<file path="src/rtl/irq_pkg.sv">
// Shared definitions for the interrupt router: FSM states, class codes
// and the bit layout of the cause word.
package irq_pkg;

    typedef enum logic [1:0] {
        IDLE = 2'd0,
        REQ  = 2'd1,
        SERV = 2'd2,
        GAP  = 2'd3
    } state_t;

    // Class codes; each selects one core request line.
    localparam logic [1:0] CLS_IRQ1 = 2'd0;
    localparam logic [1:0] CLS_IRQ2 = 2'd1;
    localparam logic [1:0] CLS_IRQ3 = 2'd2;

    // Cause word layout: {valid, missed, 10'b0, id[3:0]}.
    localparam int CAUSE_VALID  = 15;
    localparam int CAUSE_MISSED = 14;
    localparam int CAUSE_ID_MSB = 3;
    localparam int CAUSE_ID_LSB = 0;

    // Class code 3 has no line of its own and folds onto irq3.
    function automatic logic [1:0] norm_class(input logic [1:0] c);
        return (c == 2'd3) ? CLS_IRQ3 : c;
    endfunction

endpackage

</file>
<file path="src/rtl/irq_arbiter.sv">
// Combinational class-then-index priority select. Class 0 beats class 1
// beats class 2; inside a class the lowest source index wins.
module irq_arbiter
    import irq_pkg::*;
#(
    parameter int          NSRC      = 8,
    parameter logic [31:0] CLASS_MAP = 32'h0000_0000
) (
    input  logic [NSRC-1:0] req,
    output logic            hit,
    output logic [3:0]      id,
    output logic [1:0]      cls
);

    logic [NSRC-1:0] cls0_vec;
    logic [NSRC-1:0] cls1_vec;
    logic [NSRC-1:0] cls2_vec;

    // Split the request vector into one vector per class.
    generate
        for (genvar gi = 0; gi < NSRC; gi++) begin : g_split
            localparam logic [1:0] SRC_CLASS = norm_class(CLASS_MAP[2*gi +: 2]);
            assign cls0_vec[gi] = req[gi] && (SRC_CLASS == CLS_IRQ1);
            assign cls1_vec[gi] = req[gi] && (SRC_CLASS == CLS_IRQ2);
            assign cls2_vec[gi] = req[gi] && (SRC_CLASS == CLS_IRQ3);
        end
    endgenerate

    // Scan lowest priority first so the strongest class writes last; each
    // scan runs high-to-low so the lowest set index is the one that sticks.
    always_comb begin
        hit = 1'b0;
        id  = 4'd0;
        cls = CLS_IRQ1;
        for (int i = NSRC - 1; i >= 0; i--) begin
            if (cls2_vec[i]) begin
                hit = 1'b1;
                id  = 4'(i);
                cls = CLS_IRQ3;
            end
        end
        for (int i = NSRC - 1; i >= 0; i--) begin
            if (cls1_vec[i]) begin
                hit = 1'b1;
                id  = 4'(i);
                cls = CLS_IRQ2;
            end
        end
        for (int i = NSRC - 1; i >= 0; i--) begin
            if (cls0_vec[i]) begin
                hit = 1'b1;
                id  = 4'(i);
                cls = CLS_IRQ1;
            end
        end
    end

endmodule

</file>
<file path="src/rtl/irq_router.sv">
// Interrupt router: rising-edge capture per source, class/index arbitration
// and a request/accept/return handshake with the core over irq1..3 and eirq.
// Optional macro IRQ_ROUTER_TIMEOUT_EN adds a request timeout that drops an
// unaccepted request and flags it in cause.missed.
module irq_router
    import irq_pkg::*;
#(
    parameter int          NSRC      = 8,
    parameter logic [31:0] CLASS_MAP = 32'h0000_0000,
    parameter int          TIMEOUT   = 255
) (
    input  logic            clk,
    input  logic            rst,
    input  logic [NSRC-1:0] src_req,
    input  logic            cfg_we,
    input  logic [15:0]     cfg_data,
    input  logic            eirq,
    output logic            irq1,
    output logic            irq2,
    output logic            irq3,
    output logic [15:0]     cause,
    output logic            busy
);

    logic [NSRC-1:0] req_reg;
    logic [NSRC-1:0] mask_reg;
    logic [NSRC-1:0] pending_reg, pending_next;
    logic [NSRC-1:0] rise_vec;
    logic [NSRC-1:0] drop_vec;
    logic            eirq_reg;
    state_t          state_reg, state_next;
    logic [3:0]      id_reg, id_next;
    logic [1:0]      cls_reg, cls_next;
    logic [15:0]     cause_reg, cause_next;
    logic            drop;
    logic            eirq_rise, eirq_fall;
    logic            arb_hit;
    logic [3:0]      arb_id;
    logic [1:0]      arb_cls;
    logic            cfg_unused;

    // Mask bits at and above NSRC have no source behind them.
    assign cfg_unused = ^cfg_data;

    assign rise_vec  = src_req & ~req_reg & mask_reg;
    assign eirq_rise = eirq & ~eirq_reg;
    assign eirq_fall = ~eirq & eirq_reg;

    // One-hot clear of the held source when it is accepted or timed out.
    generate
        for (genvar gi = 0; gi < NSRC; gi++) begin : g_drop
            assign drop_vec[gi] = drop && (id_reg == 4'(gi));
        end
    endgenerate

    irq_arbiter #(
        .NSRC      (NSRC),
        .CLASS_MAP (CLASS_MAP)
    ) u_arb (
        .req (pending_reg & mask_reg),
        .hit (arb_hit),
        .id  (arb_id),
        .cls (arb_cls)
    );

`ifdef IRQ_ROUTER_TIMEOUT_EN
    logic [7:0] timer_reg;

    // Cycles spent in REQ; restarts whenever the FSM is elsewhere.
    always_ff @(posedge clk) begin
        if (!rst || state_reg != REQ) timer_reg <= 8'd0;
        else                          timer_reg <= timer_reg + 8'd1;
    end
`else
    logic [7:0] timeout_unused;
    assign timeout_unused = 8'(TIMEOUT);
`endif

    // Pending update: clears first, then new edges, so a same-cycle set wins.
    always_comb begin
        pending_next = pending_reg & ~drop_vec;
        if (cfg_we) pending_next = pending_next & cfg_data[NSRC-1:0];
        pending_next = pending_next | rise_vec;
    end

    // FSM next state, held request and cause word.
    always_comb begin
        state_next = state_reg;
        id_next    = id_reg;
        cls_next   = cls_reg;
        cause_next = cause_reg;
        drop       = 1'b0;
        case (state_reg)
            IDLE: begin
                if (arb_hit) begin
                    id_next    = arb_id;
                    cls_next   = arb_cls;
                    state_next = REQ;
                end
            end
            REQ: begin
                if (eirq_rise) begin
                    drop       = 1'b1;
                    cause_next = 16'd0;
                    cause_next[CAUSE_VALID] = 1'b1;
                    cause_next[CAUSE_ID_MSB:CAUSE_ID_LSB] = id_reg;
                    state_next = SERV;
                end
`ifdef IRQ_ROUTER_TIMEOUT_EN
                else if (timer_reg == 8'(TIMEOUT - 1)) begin
                    drop       = 1'b1;
                    cause_next = 16'd0;
                    cause_next[CAUSE_MISSED] = 1'b1;
                    cause_next[CAUSE_ID_MSB:CAUSE_ID_LSB] = id_reg;
                    state_next = GAP;
                end
`endif
            end
            SERV: begin
                if (eirq_fall) state_next = GAP;
            end
            GAP: begin
                cause_next[CAUSE_VALID] = 1'b0;
                state_next = IDLE;
            end
            default: state_next = IDLE;
        endcase
    end

    // State, capture and configuration registers.
    always_ff @(posedge clk) begin
        if (!rst) begin
            req_reg     <= '0;
            eirq_reg    <= 1'b0;
            mask_reg    <= '1;
            pending_reg <= '0;
            state_reg   <= IDLE;
            id_reg      <= 4'd0;
            cls_reg     <= CLS_IRQ1;
            cause_reg   <= 16'd0;
        end else begin
            req_reg     <= src_req;
            eirq_reg    <= eirq;
            if (cfg_we) mask_reg <= cfg_data[NSRC-1:0];
            pending_reg <= pending_next;
            state_reg   <= state_next;
            id_reg      <= id_next;
            cls_reg     <= cls_next;
            cause_reg   <= cause_next;
        end
    end

    assign irq1  = (state_reg == REQ) && (cls_reg == CLS_IRQ1);
    assign irq2  = (state_reg == REQ) && (cls_reg == CLS_IRQ2);
    assign irq3  = (state_reg == REQ) && (cls_reg == CLS_IRQ3);
    assign busy  = (state_reg != IDLE);
    assign cause = cause_reg;

endmodule

</file>
<file path="config.mk">
export PLATFORM = sky130hd
export DESIGN_NAME = irq_router
export DESIGN_NICKNAME = d
export VERILOG_FILES = /design/src/rtl/irq_pkg.sv /design/src/rtl/irq_arbiter.sv /design/src/rtl/irq_router.sv
export SDC_FILE = /design/constraint.sdc
export NUM_CORES = 1
export LEC_CHECK = 0
export CAP_MARGIN = 20
export CORE_AREA = 2 2 63 59
export DETAILED_ROUTE_END_ITERATION = 7
export DIE_AREA = 0 0 65 61
export PLACE_DENSITY = 0.84
export SLEW_MARGIN = 20
export SYNTH_ARGS = -nofsm -noshare
export SYNTH_HDL_FRONTEND = slang
export SYNTH_SLANG_ARGS = --single-unit
</file>
<file path="constraint.sdc">
create_clock -name clk -period 2.21 [get_ports clk]
set_input_delay 0.3315 -clock clk [delete_from_list [all_inputs] [get_ports clk]]
set_output_delay 0.3315 -clock clk [all_outputs]
set_load 0.05 [all_outputs]
</file>
Word-level counts from Yosys, hierarchy flattened --
Index checks and enable logic that the tools add are counted. W data, S select, Z words.
Cells by class: equality and inequality tests 13, multiplexer cells 25, bitwise logic cells 12, reductions and logical operators 16
Operators with widths (count):
- $and A8 B8 Y8 | 5
- $mux W4 | 6
- $eq A4 B3 Y1 const B | 4
- $mux W16 | 1
- $not A8 Y8 | 2
- $mux W1 | 10
- $eq A4 B2 Y1 const B | 2
- $logic_and A1 B1 Y1 | 8
- $mux W8 | 1
- $or A8 B8 Y8 | 1
- $pmux W2 S4 | 1
- $mux W2 | 3
- $mux W3 | 2
- $ne A2 B2 Y1 const B | 3
- $reduce_and A2 Y1 | 3
- $eq A2 B2 Y1 const B | 2
- $eq A4 B1 Y1 const B | 1
- $logic_not A4 Y1 | 1
- $reduce_bool A2 Y1 | 2
- $reduce_and A3 Y1 | 1
- $and A1 B1 Y1 | 2
- $eq A2 B1 Y1 const B | 1
- $logic_not A2 Y1 | 1
- $not A1 Y1 | 2
- $pmux W1 S2 | 1
Storage, ports and cells: register bits 36, input port bits 28, output and inout port bits 20

Longest topological paths before layout --
depth after elaboration 11, mapped depth 6, gate-level depth less buffers 6

Hierarchy --
Synthesis repeated with hierarchy kept, for this count alone.
Unflattened totals: cell total of the unflattened synthesis 206, area, all modules 1780.5 sq um
By module, submodules not included:
- irq_router | cells an instance 189, instances 1, seq. area each 760.7 sq um, area each 1674.1 sq um
- irq_arbiter | cells an instance 17, instances 1, seq. area each 0.0 sq um, area each 106.4 sq um

Worst setup path before layout --
Ideal clock, no wire load.
kind reg2reg, start register state_reg[1], end register pending_reg[0], arrival time 1667 ps, slack 421 ps, stages on the path, launching flop included 7, data required time 2088 ps, cell sequence dfxtp_1 inv_1 ha_1 nand3b_4 or4_1 nand3_1 a21oi_1
Between the ends: longest elaborated chain between the ends 8
RTL lines:
- start: declaration | RTL line irq_router.sv:31 | state_t state_reg, state_next;
- start signal: assignment | RTL line irq_router.sv:146 | state_reg <= state_next;
- $eq A2 B1 Y1 (*)
- net irq1 | RTL line irq_router.sv:18 | output logic irq1,
- $mux W1 (*) | RTL line irq_router.sv:93 | case (state_reg)
- $logic_and A1 B1 Y1 (*) | RTL line irq_router.sv:52 | assign drop_vec[gi] = drop && (id_reg == 4'(gi));
- $not A8 Y8 (*) | RTL line irq_router.sv:81 | pending_next = pending_reg & ~drop_vec;
- $and A8 B8 Y8 (*) | RTL line irq_router.sv:81
- $and A8 B8 Y8 | RTL line irq_router.sv:82 | if (cfg_we) pending_next = pending_next & cfg_data[NSRC-1:0];
- $mux W8 (*) | RTL line irq_router.sv:82
- $or A8 B8 Y8 (*) | RTL line irq_router.sv:83 | pending_next = pending_next | rise_vec;
- end signal: assignment | RTL line irq_router.sv:145 | pending_reg <= pending_next;
- end: declaration | RTL line irq_router.sv:27 | logic [NSRC-1:0] pending_reg, pending_next;
The timed path passes the listed nets; every way through them passes the cells marked *. A chain may end at the register's enable or synchronous reset.

Worst setup path after layout --
start register cause_reg[0], in the netlist cause[0], end output port cause[0]
RTL lines:
- start: declaration | RTL line irq_router.sv:34 | logic [15:0] cause_reg, cause_next;
- start signal: assignment | RTL line irq_router.sv:149 | cause_reg <= cause_next;
- end: declaration | RTL line irq_router.sv:21 | output logic [15:0] cause,
No word-level cell between the ends.

==> flow_summary.yaml <==
run_status:
  outcome: "complete, no violations"
worst_hold_path:
  hp-start: "cause[2]"
  min_path_type: "flip-flop to flip-flop"
power:
  p_per_area_mw_per_mm2: 946
  p_leak_nw: 0.777
  p_seq_share_pct: 42.4
  pwr-share-comb_pct: 34.4
  p_switching_uw: 665
  power_switching_share_pct: 36.9
  vdd_drop_max_v: 0.000342
  total_power_mw: 1.80
  pwr-share-clk_pct: 23.2
  p_int_mw: 1.14
die:
  start_util_pct: 48.5
  io_pins: 48
  coreArea_mm2: 0.00328
  die_w_um: 65
  dieHeight_um: 61
  dieArea_mm2: 0.00397
  num_rows: 20
sta:
  setup_viol: 0
  fin_crit_ns: 1.74
  finClkSkew_ns: 0.00324
  fmax_ghz: 0.574
  tightest_slew_ns: 0.547
  tns_ns: 0
  rsz0062_at_grt: "false"
  slew_violations: 0
  relSlewSlack_pct: 63.5
  layout_worst_path_cycle_share_pct: 78.9
  hold_viol_final: 0
  worst_slack_ns: 0.467
setup_path:
  cp_max_fo: 2
  path_buf_inv: 1
  cp_top_family: "buffers and inverters"
  timing.rr.start: "state_reg[1]"
  critPathCaptureType: "output port"
  startpoint_type: "flip-flop"
  cp.required_ns: 1.88
  crit_type: "flip-flop to output port"
  path_cells: "clkdlybuf4s50_1"
  critPathSlowestCell: "clkdlybuf4s50_1"
  cp.arrival_ns: 1.41
  slowest_delay_ns: 0.80
  crit_start: "cause[0]"
route:
  antenna_left: 0
  via_count: 1225
  viasPerCell: 5.06
  first_pass_iters: 4
  totalWireLength_um: 3010
  route.detailed.drc: 0
  avgRoutedWirePerCell_um: 12.4
  drt_iter0_drc: 63
placement:
  hpwl_um: 2150
  gp_congestion: 0.881
  portBuffers: 25
  pre_cts_ws_ns: 0.410
synthesis:
  synth_area_leader_cell: "dfxtp_1"
  syn_avg_cell_area_um2: 9.35
  synth_edf_count: 0
  synth_top_area_share_pct: 42.8
  ys_top_cells_by_area: "dfxtp_1, buf_4, nand2_1, a22oi_4, ha_1"
  async_flop_share_pct: 0
  synth_cells: 170
  ys_types: 33
  ys_warn_count: 0
  seq_area_frac_synth_pct: 42.8
  synth-main-ff-cell: "dfxtp_1"
  syn-cell-area_mm2: 0.00159
  synth_seq_cells: 34
clocking:
  cts_root_buf: "clkbuf_8"
  post_cts_buffers: 0
  clockBufferDepth: 2
  cts_made_buffers: 5
  clk_pin_slew_ns: 0.06
  cts.sinks: 34
  clk_latency_ns: 0.28
  h-tree-depth: 2
  post_cts_resized: 0
  cts_tree: "built"
  cts_hold_buf: 0
final_layout:
  ff_latch_area_um2: 681
  drive_gt1_share_pct: 8.59
  n_antenna_cell: 0
  multi_input_area_um2: 808
  syn2layout_area_growth_pct: 19.7
  nNetsFinal: 231
  fill_cells: 290
grt:
  grt_pass1_wl_um: 4880
  gr-total-overflow: 0
  grt_max_degree: 21
  grt_antenna_before_repair: 0
  grtUsageTotal_pct: 16.5
  first_global_vias: 1119
run:
  cap_violations: 0
per-layer routing:
layer / up-vias / wire, um / GRT usage [%]
li1: 624 / - / -
met4: 0 / 40 / 8.51
met5: - / 0 / 0
met1: 564 / 1350 / 19.9
met3: 6 / 164 / 5.01
met2: 31 / 1450 / 27.2
cell type report:
| class | count | share of cell area, % |
|---|---|---|
| inverter | 8 | 1.58 |
| tap | 44 | 2.89 |
| sequential | 34 | 35.8 |
| multi-input combinational | 123 | 42.5 |
| clock buffer | 7 | 4.01 |
| timing repair buffer | 26 | 13.3 |
path summary, 6_finish.rpt:
check              endpoint  slack, ns  cells after the start
min                cause[2]       0.46                      2
max reg2reg  pending_reg[4]       0.58                      5
min reg2reg        cause[2]       0.46                      2
max                cause[0]       0.47                      1
per-stage QoR:
step | util, % | instance area, um^2 | hold slack (ns) | std cells
6_report | 58.1 | 1900 | 0.459 | 242
4_1_cts | 58.1 | 1900 | 0.463 | 242
3_5_place_dp | 55.7 | 1830 | 0.454 | 235
5_1_grt | 58.1 | 1900 | 0.490 | 242
3_3_place_gp | 55.7 | 1830 | 0.450 | 235
2_1_floorplan | - | 1640 | 0.453 | 183
Yosys cell counts (all sizes together), types with 3 or more instances:
library cell and number:
o211ai 4, and2 8, ha 5, a21oi 11, nand2 21, dfxtp 34, clkbuf 4, o311ai 4
a22oi 4, nand2b 9, inv 8, nand3b 9, nor2 6, o21ai 11, buf 14, a221oi 3
worst register-to-register path, delay by kind of cell, from the launching register on:
family / cells / cell delay, ns
AO/OA/AOI/OAI: 2 / 0.50
adder cells (fa/ha/maj): 1 / 0.25
buffers and inverters: 1 / 0.11
flip-flops: 1 / 0.34
AND/OR/NAND/NOR: 1 / 0.28
kinds of logic (layout without fill, tap and decap cells):
logic type	after synthesis	after routing	share of synthesized area (%)
adder cells (fa/ha/maj)	5	5	3.93
AND/OR/NAND/NOR	58	58	20.4
buffers and inverters	26	41	9.44
flip-flops	34	34	42.8
multiplexers	2	2	1.26
AO/OA/AOI/OAI	44	44	22.0
other	1	14	0.236
layout by cell type (no fill, tap or decap):
cell type and instances:
buf_4 3, o211ai_2 1, nand3b_4 1, o31ai_1 1, clkbuf_1 2, a32o_1 2, a221oi_1 2, nand3_1 2
o21ai_0 10, o311ai_0 4, a221oi_2 1, clkdlybuf4s50_1 23, clkbuf_8 5, a21oi_1 11, a22oi_4 3, dfxtp_1 34
nand4_1 1, or4_1 1, nand3b_1 8, nor2_1 6, and2_1 8, a41o_2 1, a22oi_2 1, nand2_1 21
inv_1 8, o211ai_1 3, mux2i_1 2, ha_1 5, conb_1 14, o21a_1 1, a211oi_1 1, o21ai_1 1
nand2b_1 9, nand4_2 1, a31oi_1 1
power by group through the flow:
stage | registers, mW | logic, mW | clock network [mW]
CTS | 0.762 | 0.625 | 0.425
floorplan | 0.778 | 0.474 | 0
global route | 0.771 | 0.680 | 0.446
finish | 0.763 | 0.619 | 0.418
global placement | 0.773 | 0.613 | 0
detailed placement | 0.776 | 0.619 | 0
Note: power is estimated with default switching activity, not from simulation.
